==> src/rtl/id_ex_reg.sv <==
// id_ex_reg: ID/EX pipeline register for the pipelined RISC-V core.
//
// Captures the decode-stage control bundle, operands, immediate, PC and
// register indices, and presents them to the execute stage one cycle later.
// Supports hold (stall), bubble insertion (flush) and, when the macro
// ID_EX_LOAD_USE_EN is defined, load-use hazard detection with automatic
// bubble insertion.
//
// Ports:
//   clk, reset            rising-edge clock, asynchronous active-high reset
//   stall, flush          hold stage contents / replace next contents with a bubble
//   id_valid, id_*        decode-stage instruction, control bundle and datapath
//   ex_valid, ex_*        registered execute-stage copies of the id_* fields
//   load_use_stall        combinational; upstream PC and IF/ID must hold this cycle
//
// Configuration macro: ID_EX_LOAD_USE_EN (undefined -> load_use_stall tied 0).
module id_ex_reg #(
  parameter int unsigned XLEN = 64
) (
  input  logic            clk,
  input  logic            reset,
  input  logic            stall,
  input  logic            flush,
  input  logic            id_valid,
  input  logic            id_branch,
  input  logic            id_memread,
  input  logic            id_memtoreg,
  input  logic            id_memwrite,
  input  logic            id_ALUsrc,
  input  logic            id_regwrite,
  input  logic [1:0]      id_ALUOp,
  input  logic [XLEN-1:0] id_pc,
  input  logic [XLEN-1:0] id_rs1_data,
  input  logic [XLEN-1:0] id_rs2_data,
  input  logic [XLEN-1:0] id_imm,
  input  logic [4:0]      id_rs1,
  input  logic [4:0]      id_rs2,
  input  logic [4:0]      id_rd,
  input  logic [3:0]      id_funct4,
  output logic            ex_valid,
  output logic            ex_branch,
  output logic            ex_memread,
  output logic            ex_memtoreg,
  output logic            ex_memwrite,
  output logic            ex_ALUsrc,
  output logic            ex_regwrite,
  output logic [1:0]      ex_ALUOp,
  output logic [XLEN-1:0] ex_pc,
  output logic [XLEN-1:0] ex_rs1_data,
  output logic [XLEN-1:0] ex_rs2_data,
  output logic [XLEN-1:0] ex_imm,
  output logic [4:0]      ex_rs1,
  output logic [4:0]      ex_rs2,
  output logic [4:0]      ex_rd,
  output logic [3:0]      ex_funct4,
  output logic            load_use_stall
);

  logic hold;
  logic bubble;
  logic ctrl_en;

  // Load-use hazard: a load in EX whose rd is read by the instruction in ID.
  // rs2 is matched regardless of format, which is conservative but safe.
`ifdef ID_EX_LOAD_USE_EN
  assign load_use_stall = ex_valid & ex_memread & (ex_rd != 5'd0) & id_valid &
                          ((id_rs1 == ex_rd) | (id_rs2 == ex_rd)) & ~flush;
`else
  assign load_use_stall = 1'b0;
`endif

  // Flush overrides stall; a load-use bubble only applies when not held.
  assign hold    = stall & ~flush;
  assign bubble  = flush | load_use_stall;
  assign ctrl_en = id_valid & ~bubble;

  // Stage register; datapath fields load even for bubbles (no extra mux).
  always_ff @(posedge clk or posedge reset) begin
    if (reset) begin
      ex_valid    <= 1'b0;
      ex_branch   <= 1'b0;
      ex_memread  <= 1'b0;
      ex_memtoreg <= 1'b0;
      ex_memwrite <= 1'b0;
      ex_ALUsrc   <= 1'b0;
      ex_regwrite <= 1'b0;
      ex_ALUOp    <= 2'b00;
      ex_pc       <= '0;
      ex_rs1_data <= '0;
      ex_rs2_data <= '0;
      ex_imm      <= '0;
      ex_rs1      <= 5'd0;
      ex_rs2      <= 5'd0;
      ex_rd       <= 5'd0;
      ex_funct4   <= 4'd0;
    end else if (!hold) begin
      ex_valid    <= ctrl_en;
      ex_branch   <= id_branch   & ctrl_en;
      ex_memread  <= id_memread  & ctrl_en;
      ex_memtoreg <= id_memtoreg & ctrl_en;
      ex_memwrite <= id_memwrite & ctrl_en;
      ex_ALUsrc   <= id_ALUsrc   & ctrl_en;
      ex_regwrite <= id_regwrite & ctrl_en;
      ex_ALUOp    <= id_ALUOp & {2{ctrl_en}};
      ex_pc       <= id_pc;
      ex_rs1_data <= id_rs1_data;
      ex_rs2_data <= id_rs2_data;
      ex_imm      <= id_imm;
      ex_rs1      <= id_rs1;
      ex_rs2      <= id_rs2;
      ex_rd       <= id_rd;
      ex_funct4   <= id_funct4;
    end
  end

endmodule

==> config.mk <==
export PLATFORM = sky130hd
export DESIGN_NAME = id_ex_reg
export DESIGN_NICKNAME = d
export VERILOG_FILES = /design/src/rtl/id_ex_reg.sv
export SDC_FILE = /design/constraint.sdc
export NUM_CORES = 1
export LEC_CHECK = 0
export BUFFER_PORTS_ARGS = -buffer_cell sky130_fd_sc_hd__buf_4
export CORE_AREA = 4 4 220 222
export DETAILED_ROUTE_END_ITERATION = 6
export DIE_AREA = 0 0 224 226
export GPL_ROUTABILITY_DRIVEN = 0
export PLACE_DENSITY_LB_ADDON = 0.12
export REMOVE_ABC_BUFFERS = 1
export SYNTH_ARGS = -nofsm -noshare
export SYNTH_HDL_FRONTEND = slang
export SYNTH_SLANG_ARGS = --single-unit
==> constraint.sdc <==
create_clock -name clk -period 10.4 [get_ports clk]
set_input_delay 0.52 -clock clk [delete_from_list [all_inputs] [get_ports clk]]
set_output_delay 0.52 -clock clk [all_outputs]
set_load 0.05 [all_outputs]
Word-level counts from Yosys, hierarchy flattened
Index checks and enable logic that the tools add are counted.

Flip-flop bits (word level): 284. Input port bits: 288. Output and inout port bits: 285. Logic and storage cells: 26.

Bitwise logic cells: 10.

Operators with widths (count): bitwise AND 1 bit (8); bitwise AND 2 bit (1); NOT 1 bit (1).

Depth between registers and ports, before layout
Gate-level depths: netlist of run 1.

Word-level depth: 3. Gate-level depth with buffers: 5. Mapped depth without buffers: 2.

Worst setup path before layout of run 1
OpenSTA, ideal clock, no wires.

Kind: in2reg. Start point: input port stall. End point: register ex_funct4[0]. Library setup time: 0.125 ns. Arrival time: 1.366 ns. Required time: 10.275 ns. Path slack: 8.909 ns. Stages: 5. Path buffers: 3. Cell sequence: nor2b_4 > buf_6 > buf_12 > buf_12 > mux2_4.

Longest elaborated chain between the ends: 1.

Ends and longest elaborated chain: start, declared (RTL line 22) `input logic stall,`; bitwise AND 1 bit (RTL line 73) `assign hold = stall & ~flush;`; end signal, assigned (RTL line 112) `ex_funct4 <= id_funct4;`; end, declared (RTL line 55) `output logic [3:0] ex_funct4,`.

Every way passes these cells. A chain may end at the register's enable or synchronous reset.

Final worst setup path of run 1
Start point: input port stall. End point: register ex_rs2_data[50].

Longest elaborated chain between the ends: 1.

Ends and longest elaborated chain: bitwise AND 1 bit (RTL line 73); end signal, assigned (RTL line 107) `ex_rs2_data <= id_rs2_data;`; end, declared (RTL line 50) `output logic [XLEN-1:0] ex_rs2_data,`.

Every way passes these cells.

==> results by group, run 1 <==
Status
  • Outcome: finished, final reports clean

STA
  • RSZ-0062 raised after global routing: no
  • Fin. max-slew vios: 0
  • Worst Skew: 0 ps
  • Measured slew at the worst slew-check pin: 1170 ps
  • Relative slew slack: 22.0%
  • Endpoints failing setup: 0
  • Period minus WS final: 3110 ps
  • Period utilisation layout: 29.9%
  • Worst Setup Slack, final: 7290 ps
  • TNS Setup: 0 ps
  • Peak Freq: 0.322 GHz
  • Hold Vio Cnt, Final: 0

Drt
  • Initial DRC count: 214
  • Routed WL: 37600 um
  • Top layer used by detailed routing: met4
  • Via count: 7242
  • Metal2 WL: 19200 um
  • Final ANT Viol Nets: 0
  • DRT Pass-1 Iters: 4
  • Vias per cell: 3.97
  • # DRC: 0
  • Met3 wire len: 3700 um
  • Metal-1 WL: 13800 um
  • WL per Instance: 20.7 um

Setup path
  • CP Cell Sequence: buf_4 -> nor2b_4 -> buf_4 -> buf_4 -> mux2_4
  • Data required, critical path: 10800 ps
  • CP max-delay cell: buf_4
  • R2R cell count: 1
  • Crit-path max cell delay: 890 ps
  • Critical path type: input port to flop
  • Crit path launch type: input port
  • Most frequent CP cell: buf_4
  • Register-to-register setup slack: 9620 ps
  • Worst-path fanout max: 53
  • Critical Path Sink Type: flop
  • Critical Path AT: 3510 ps

Yosys
  • Post-Syn Area: 11900 um2
  • Synth Register Bits: 284
  • Synth cell types: 14
  • Number of cells produced by synthesis: 608
  • Yosys warns: 0
  • Seq/Total Area, Yosys: 59.5%
  • Synthesized area per cell: 19.6 um2

Floorplanning
  • Initial Util: 25.7%
  • Num rows: 79
  • Top-level I/O count: 573
  • Core box area: 46400 um2
  • Die height: 226 um
  • Die area: 50600 um2
  • DIE WIDTH: 224 um

Global route
  • Total track usage: 13.9%
  • Total grt overflow: 0
  • Largest net degree at the start of global routing: 146
  • First-pass GRT wire length: 53600 um
  • Antenna violations before repair: 1
  • Vias in the first global route: 8008

Worst hold path
  • Min-Delay Path Class: input port to async pin

Power and ir drop
  • Leakage power: 8.74 nW
  • Worst vdd ir: 0.0959 mV
  • Power Dens Cells: 187 nW/um2

Job
  • Max-cap violations: 0

CTS
  • Clk sink count: 284
  • Post_cts resized: 0
  • Setup Buffers After CTS: 0
  • CTS Buf Count: 36
  • CTS Buffer Depth: 3
  • Root Driver: clkbuf_16
  • Clk Latency, worst-skew pair: 520 ps
  • TritonCTS clock tree: built
  • CTS clock-pin slew for the worst setup and hold paths: 60 ps
  • H-tree Lvls: 2
  • Cts hold-fix bufs: 0

Placement
  • Dpl ws: 6730 ps
  • Number of buffers added on ports: 571
  • Placed cell count: 1758
  • HPWL Detailed: 27400 um

Layout
  • Finished Layout Cells: 1822
  • Area grow syn2layout: 47.3%
  • Fin nets: 1477
  • Fraction of layout cells with a size suffix above 1: 74.8%
## state kept, by name, summed over array words and instances (netlist names)
register / count
ex_rs1_data: 64
ex_rs2_data: 64
ex_rd: 5
ex_valid: 1
ex_memread: 1
ex_memwrite: 1
ex_regwrite: 1
ex_memtoreg: 1
ex_ALUOp: 2
ex_rs1: 5
ex_rs2: 5
ex_imm: 64
ex_pc: 64
ex_funct4: 4
ex_ALUsrc: 1
ex_branch: 1
## kinds of logic after synthesis
| group | count (synthesis) | synth area share (%) |
|---|---|---|
| AO/OA/AOI/OAI | 8 | 0.671 |
| flip-flops | 284 | 59.5 |
| AND/OR/NAND/NOR | 3 | 0.210 |
| multiplexers | 276 | 34.3 |
| other | 1 | 0.0314 |
| buffers and inverters | 36 | 5.27 |
## power breakdown
group          internal, mW  leakage [nW]  total, mW  switching [mW]
clock                 0.734         0.562       1.22           0.488
combinational         0.326          4.85      0.811           0.486
sequential             1.20          3.33       1.25          0.0553
total                  2.26          8.74       3.29            1.03
## path summary, 6_finish.rpt
| path | startpoint | end |
|---|---|---|
| max | stall | ex_rs2_data[50] |
| min | reset | ex_imm[8] |
| max reg2reg | ex_rs1_data[52] | ex_rs1_data[52] |
| min reg2reg | ex_memread | ex_memread |
| max in group asynchronous | reset | ex_imm[20] |
| min in group clk | flush | ex_valid |
## cells in the mapped netlist
| cell type | instances | area share [%] |
|---|---|---|
| dfrtp_1 | 284 | 60 |
| mux2_4 | 262 | 33 |
| buf_12 | 29 | 4.9 |
| mux2_2 | 13 | 1.2 |
| a32o_1 | 8 | 0.67 |
| buf_4 | 2 | 0.13 |
| buf_6 | 2 | 0.19 |
| inv_1 | 2 | 0.063 |
| and2b_1 | 1 | 0.063 |
| buf_1 | 1 | 0.031 |
| conb_1 | 1 | 0.031 |
| mux2i_1 | 1 | 0.084 |
| nor2_1 | 1 | 0.031 |
| nor2b_4 | 1 | 0.12 |
## routing by layer
layer | global-route usage, % | vias to the layer above
met5 | 0 | -
met4 | 4.20 | 0
met3 | 6.19 | 50
met2 | 24.1 | 307
met1 | 15.5 | 3590
li1 | - | 3295
## layout by cell type, fill, tap and decap left out
master,synthesis,final
clkinv_2,0,6
clkbuf_16,0,37
mux2i_1,1,1
clkbuf_1,0,9
clkbuf_8,0,8
inv_1,2,1
buf_12,29,2
buf_4,2,575
diode_2,0,1
clkinvlp_4,0,2
nor2_1,1,1
mux2_4,262,262
inv_8,0,1
bufinv_16,0,1
nor2b_4,1,1
mux2_2,13,13
conb_1,1,1
a32o_1,8,8
and2b_1,1,1
dfrtp_1,284,284
## through the flow
stage	util (%)	power, mW	cell area [um2]	hold WS (ps)
2_1_floorplan	-	1.82	11300	586
3_3_place_gp	35.5	2.09	16400	482
3_5_place_dp	35.5	2.09	16400	492
4_1_cts	37.9	3.35	17600	101
5_1_grt	37.9	3.42	17600	98.6
6_report	37.9	3.29	17600	58.5
## worst max-delay path, delay by kind of cell
family / cells / cell delay [ps]
buffers and inverters: 3 / 1860
muxes: 1 / 350
and+or+nand+nor: 1 / 640
## layout make-up
type,instances,area [um2]
clock buffer,54,1070
sequential,284,7110
clock inverter,9,75.1
fill,4437,28800
tap,607,759
multi-input combinational,288,4200
antenna,1,2.50
timing repair buffer,577,4360
inverter,2,15.0
No activity file was read; power rests on OpenSTA's default activity.
==> inputs of run 2 (changes only) <==
==> constraint.sdc (replaced) <==
create_clock -name clk -period 3.3 [get_ports clk]
set_input_delay 0.165 -clock clk [delete_from_list [all_inputs] [get_ports clk]]
set_output_delay 0.165 -clock clk [all_outputs]
set_load 0.05 [all_outputs]
==> results by group, run 2 (synthesis results as in run 1) <==
Drt
  • Metal-1 WL: 15000 um (+8.2%)
  • WL per Instance: 18.3 um (-11%)
  • Metal2 WL: 19500 um (+1.4%)
  • Routed WL: 38700 um (+2.9%)
  • Initial DRC count: 298 (+39%)
  • # DRC: 0 (unchanged)
  • Via count: 8358 (+15%)
  • DRT Pass-1 Iters: 4 (unchanged)
  • Top layer used by detailed routing: met4
  • Met3 wire len: 3050 um (-18%)
  • Vias per cell: 3.96 (-0.48%)
  • Final ANT Viol Nets: 0 (unchanged)

CTS
  • TritonCTS clock tree: built
  • CTS Buffer Depth: 3 (unchanged)
  • Root Driver: clkbuf_16
  • Post_cts resized: 0 (unchanged)
  • CTS Buf Count: 36 (unchanged)
  • H-tree Lvls: 2 (unchanged)
  • Clk Latency, worst-skew pair: 520 ps (about the same)
  • Clk sink count: 284 (unchanged)
  • CTS clock-pin slew for the worst setup and hold paths: 50 ps (about the same)

Power and ir drop
  • Power share of the sequential group: 37.2% (-0.9 points)
  • Leakage power: 9.99 nW (+14%)
  • Clock network power share: 35.8% (-1.4 points)
  • Worst vdd ir: 0.357 mV (+270%)
  • Power Dens Cells: 516 nW/um2 (+180%)
  • Internal power: 7.36 mW (+230%)
  • Switching Share: 30.6% (-0.68 points)
  • Comb pwr share: 27.0% (+2.3 points)
  • Net Sw Power: 3.25 mW (+220%)

Global route
  • Largest net degree at the start of global routing: 121 (-17%)
  • First-pass GRT wire length: 58200 um (+8.5%)
  • Total grt overflow: 0 (unchanged)
  • Vias in the first global route: 9623 (+20%)
  • Antenna violations before repair: 1 (unchanged)
  • Total track usage: 14.6% (+0.71 points)

Setup path
  • Critical Path Sink Type: flop
  • Data required, critical path: 3700 ps (-7100 ps)
  • CP max-delay cell: dlygate4sd3_1
  • Worst-path fanout max: 30 (-43%)
  • Crit path max-delay family: buffers and inverters
  • Crit path launch type: input port
  • Register-to-register setup slack: 2060 ps (-7560 ps)
  • Critical Path AT: 2310 ps (-1200 ps)
  • Most frequent CP cell: buf_4
  • WP buf/inv: 4 (+1)
  • Crit-path max cell delay: 570 ps (-320 ps)
  • CP Cell Sequence: dlygate4sd3_1 -> buf_4 -> nor2b_4 -> buf_12 -> buf_4 -> mux2_2
  • Critical path type: input port to flop

STA
  • Hold Vio Cnt, Final: 0 (unchanged)
  • Peak Freq: 0.523 GHz
  • Measured slew at the worst slew-check pin: 915 ps (-255 ps)
  • Fin. max-slew vios: 0 (unchanged)
  • Relative slew slack: 39.0% (+17 points)
  • RSZ-0062 raised after global routing: no
  • Period minus WS final: 1910 ps
  • Endpoints failing setup: 0 (unchanged)
  • Period utilisation layout: 58.0%
  • Worst Skew: 0 ps (unchanged)

Layout
  • Post-layout util: 44.3% (+6.4 points)
  • Reg area: 7110 um2 (unchanged)
  • Most frequent cells in the layout: buf_4 (582), dlygate4sd3_1 (286), dfrtp_1 (284)
  • Fin nets: 1774 (+20%)
  • Footprint of the multi-input gates: 4200 um2 (unchanged)
  • Most common cell after layout, fill and taps aside: buf_4
  • Fill cells: 4176 (-5.9%)
  • Finished Layout Cells: 2113 (+16%)
  • Area grow syn2layout: 72.2%
  • Fraction of layout cells with a size suffix above 1: 60.7% (-14 points)

Placement
  • Number of buffers added on ports: 571 (unchanged)
  • Placed cell count: 1769 (+0.63%)
  • HPWL Detailed: 27600 um (+0.86%)

Floorplanning
  • Die area: 50600 um2 (unchanged)
  • Num rows: 79 (unchanged)
  • Core box area: 46400 um2 (unchanged)
  • DIE WIDTH: 224 um (unchanged)
  • Top-level I/O count: 573 (unchanged)
  • Initial Util: 25.7% (unchanged)
  • Die height: 226 um (unchanged)

Job
  • Max-cap violations: 0 (unchanged)

Status
  • Outcome: finished, final reports clean

Worst hold path
  • Min-Delay Path Class: input port to flop
==> run 2: changes by cell type in the layout (fill, tap and decap cells not counted) <==
cell and change:
clkinv_4 +1, buf_12 +4, bufinv_16 +1, clkinvlp_4 -2, dlygate4sd3_1 +286, clkbuf_8 -2, buf_4 +7, clkinv_2 -4
==> run 2: final timing paths <==
check | start | end | cells after the start
worst max-delay path | flush | ex_rs2_data[27] | 6
worst min-delay path | stall | ex_ALUsrc | 3
worst max register to register | ex_valid | ex_valid | 3
worst min register to register | ex_ALUsrc | ex_ALUsrc | 1
max in group asynchronous | reset | ex_rs1_data[54] | 4
min in group asynchronous | reset | ex_rs1_data[27] | 3
==> run 2: repair_timing <==
action                     CTS  global route
hold endpoints to repair   397             0
hold buffers               286             0
setup endpoints to repair    0             0
buffers inserted             0             0
==> run 2: routing by layer <==
layer / vias to the layer above / global-route usage, %
met5: - / 0
met4: 0 / 5.01
met3: 72 / 4.98
met2: 320 / 25.2
met1: 4070 / 17.2
li1: 3896 / -
==> run 2: worst register-to-register path, cell delays in order, from the launching register on <==
cell and delay, ps:
dfrtp_1 370, mux2i_1 140, nor2_1 60, dlygate4sd3_1 550
==> run 2: cell type report <==
class                   count  area share, %
flip-flops and latches    284           34.6
multi-input cells         288           20.4
clock buffers              52           5.07
well taps                 607           3.69
repair buffers            874           35.8
diodes                      1         0.0122
inverters                   2         0.0730
clock inverters             5          0.383
==> run 2: power groups by stage <==
stage	clock (mW)	combinational, mW	sequential, mW
after floorplan	0	0.712	5.02
after global placement	0	2.60	4.00
after detailed placement	0	2.61	4.00
after CTS	3.97	2.90	3.95
after global routing	4.11	2.99	3.98
final	3.79	2.86	3.95
==> run 2: through the flow <==
stage	power, mW	cell area [um2]	hold slack [ps]	setup slack, ps	TNS (ps)
floorplan	5.73	11300	231	-4700	-2464230
global placement	6.60	16600	365	1460	0
detailed placement	6.60	16600	360	1440	0
CTS	10.8	20600	129	1420	0
global route	11.1	20600	160	1350	0
finish	10.6	20600	178	1390	0
==> inputs of run 3 (changes only) <==
--- a/config.mk
+++ b/config.mk
@@ -5,10 +5,11 @@
 export SDC_FILE = /design/constraint.sdc
 export NUM_CORES = 1
 export LEC_CHECK = 0
+export ABC_AREA = 1
 export BUFFER_PORTS_ARGS = -buffer_cell sky130_fd_sc_hd__buf_4
-export CORE_AREA = 4 4 220 222
+export CORE_AREA = 4 4 219 221
 export DETAILED_ROUTE_END_ITERATION = 6
-export DIE_AREA = 0 0 224 226
+export DIE_AREA = 0 0 223 225
 export GPL_ROUTABILITY_DRIVEN = 0
 export PLACE_DENSITY_LB_ADDON = 0.12
 export REMOVE_ABC_BUFFERS = 1
==> constraint.sdc (replaced) <==
create_clock -name clk -period 1.8 [get_ports clk]
set_input_delay 0.09 -clock clk [delete_from_list [all_inputs] [get_ports clk]]
set_output_delay 0.09 -clock clk [all_outputs]
set_load 0.05 [all_outputs]
==> results by group, run 3 <==
Layout
  • Area grow syn2layout: 85.7%
  • Most frequent cells in the layout: nand2_1 (843), buf_4 (576), dlygate4sd3_1 (312)
  • Fraction of layout cells with a size suffix above 1: 30.5% (-30 points)
  • Fin nets: 2370 (+34%)
  • Most common cell after layout, fill and taps aside: nand2_1

CTS
  • CTS Buf Count: 36 (unchanged)
  • Cts hold-fix bufs: 312 (+9.1%)
  • Setup Buffers After CTS: 0 (unchanged)
  • H-tree Lvls: 2 (unchanged)
  • CTS Buffer Depth: 3 (unchanged)
  • Post_cts resized: 0 (unchanged)
  • TritonCTS clock tree: built
  • Clk Latency, worst-skew pair: 510 ps (about the same)
  • Clk sink count: 284 (unchanged)
  • CTS clock-pin slew for the worst setup and hold paths: 50 ps (about the same)
  • Root Driver: clkbuf_16

Setup path
  • Crit path launch type: flop
  • CP Cell Sequence: buf_4
  • WP buf/inv: 1 (-3)
  • Critical path type: flop to output pin
  • Critical Path Sink Type: output pin
  • CP max-delay cell: dfrtp_1
  • Critical Path AT: 1140 ps (-1170 ps)
  • Crit path max-delay family: flip-flops
  • Data required, critical path: 1710 ps (-1990 ps)
  • Worst-path fanout max: 2 (-93%)
  • Crit-path max cell delay: 410 ps (-160 ps)

Yosys
  • Most frequent cell after synthesis: nand2_1
  • Synth cell types: 13 (-1)
  • Prevailing post-synth register cell: dfrtp_1
  • FFs w/ async S/R, synth: 100% (unchanged)
  • Most frequent cells after synthesis: nand2_1 (843), dfrtp_1 (284), buf_2 (30), buf_4 (30), nand4_1 (8)
  • Yosys top cell area share: 66.2% (+6.6 points)
  • Synth Register Bits: 284 (unchanged)
  • Synth area leaders: dfrtp_1 (66%), nand2_1 (29%), buf_4 (2.1%), buf_2 (1.4%), nand4_1 (0.47%)
  • Post-Syn Area: 10700 um2 (-10%)
  • Seq/Total Area, Yosys: 66.2% (+6.6 points)
  • Cell taking the most area after synthesis: dfrtp_1
  • Synthesized area per cell: 8.91 um2 (-55%)
  • EDFF count, synth: 0 (unchanged)
  • Yosys warns: 0 (unchanged)
  • Number of cells produced by synthesis: 1205 (+98%)

STA
  • Fin. max-slew vios: 0 (unchanged)
  • Peak Freq: 0.810 GHz
  • TNS Setup: 0 ps (unchanged)
  • Period minus WS final: 1230 ps
  • Worst Setup Slack, final: 565 ps (-822 ps)
  • Period utilisation layout: 68.6%
  • Relative slew slack: 47.7% (+8.7 points)
  • Measured slew at the worst slew-check pin: 784 ps (-130 ps)
  • Worst Skew: 0 ps (unchanged)
  • Hold Vio Cnt, Final: 0 (unchanged)
  • RSZ-0062 raised after global routing: no
  • Endpoints failing setup: 0 (unchanged)

Floorplanning
  • Die height: 225 um (-0.44%)
  • Num rows: 79 (unchanged)
  • Core box area: 46200 um2 (-0.43%)
  • DIE WIDTH: 223 um (-0.45%)
  • Die area: 50200 um2 (-0.89%)
  • Top-level I/O count: 573 (unchanged)
  • Initial Util: 23.3% (-2.5 points)

Global route
  • First-pass GRT wire length: 66700 um (+15%)
  • Largest net degree at the start of global routing: 141 (+17%)
  • Antenna violations before repair: 2 (+1)
  • Total grt overflow: 0 (unchanged)
  • Vias in the first global route: 11875 (+23%)
  • Total track usage: 16.6% (+2.0 points)

Job
  • Max-cap violations: 0 (unchanged)

Status
  • Outcome: finished, final reports clean

Drt
  • DRT Pass-1 Iters: 4 (unchanged)
  • Via count: 10934 (+31%)
  • WL per Instance: 16.0 um (-13%)
  • Vias per cell: 4.04 (+2.1%)
  • Final ANT Viol Nets: 0 (unchanged)
  • Initial DRC count: 512 (+72%)
  • Routed WL: 43400 um (+12%)
  • # DRC: 0 (unchanged)

Power and ir drop
  • Worst vdd ir: 0.587 mV (+64%)
  • Comb pwr share: 26.1% (-0.9 points)
  • Net Sw Power: 6.11 mW (+88%)
  • Switching Share: 32.3% (+1.7 points)
  • Clock network power share: 35.7% (about the same)
  • Power share of the sequential group: 38.2% (+1.0 points)
  • Final Total Pwr: 18.9 mW (+78%)
  • Power Dens Cells: 947 nW/um2 (+84%)
  • Leakage power: 10.6 nW (+6.1%)
  • Internal power: 12.8 mW (+74%)

Placement
  • Dpl ws: 345 ps (-1100 ps)
  • HPWL Detailed: 30400 um (+9.8%)
  • Number of buffers added on ports: 571 (unchanged)

Worst hold path
  • Min-Delay Path Class: input port to flop
==> run 3: final cells by class <==
cell class / instances / area, um2
fillers: 4635 / 26200
repair buffers: 902 / 7730
flip-flops and latches: 284 / 7110
multi-input cells: 854 / 3240
clock buffers: 50 / 1020
well taps: 607 / 759
clock inverters: 5 / 50.0
inverters: 4 / 30.0
diodes: 1 / 2.50
==> run 3: stage by stage <==
stage / hold slack [ps] / cell area (um2) / util [%] / instances
6_report: 77.8 / 19900 / 43.2 / 2707
3_5_place_dp: 134 / 15700 / 34.1 / 2339
3_3_place_gp: 132 / 15700 / 34.1 / 2339
2_1_floorplan: 208 / 10400 / - / 1142
4_1_cts: 44.7 / 19900 / 43.2 / 2706
5_1_grt: 82.6 / 19900 / 43.2 / 2707
==> run 3: path summary, 6_finish.rpt <==
path,startpoint,to,slack (ps),cells past startpoint
worst max register to register,ex_rs1_data[28],ex_rs1_data[28],1160,2
min in group asynchronous,reset,ex_rs2_data[0],160,3
max in group asynchronous,reset,ex_imm[26],990,4
worst min register to register,ex_imm[61],ex_imm[61],470,2
worst max-delay path,ex_rs2_data[3],ex_rs2_data[3],570,1
worst min-delay path,stall,ex_rs2_data[10],80,4
==> run 3: routing by layer <==
metal | share of wire (%) | vias up | GRT usage (%) | routed length, um
li1 | - | 5372 | - | -
met1 | 39 | 5104 | 19.2 | 17000
met2 | 50 | 371 | 29.0 | 21500
met3 | 7.6 | 85 | 4.98 | 3290
met4 | 3.6 | 2 | 6.58 | 1570
met5 | 0.030 | - | 0 | 13
==> run 3: cells by family (layout without fill, tap and decap cells) <==
family / count (synthesis) / in the layout / synth area share (%)
other cells: 1 / 2 / 0.0349
simple gates: 853 / 853 / 30.0
flops: 284 / 284 / 66.2
buf+inv: 67 / 961 / 3.74
==> run 3: power by group through the flow <==
stage	clock, mW	combinational [mW]	sequential, mW
6_report	6.75	4.92	7.22
2_1_floorplan	0	0.744	9.15
4_1_cts	7.07	4.99	7.22
5_1_grt	7.30	5.23	7.28
3_5_place_dp	0	4.41	7.32
3_3_place_gp	0	4.41	7.31
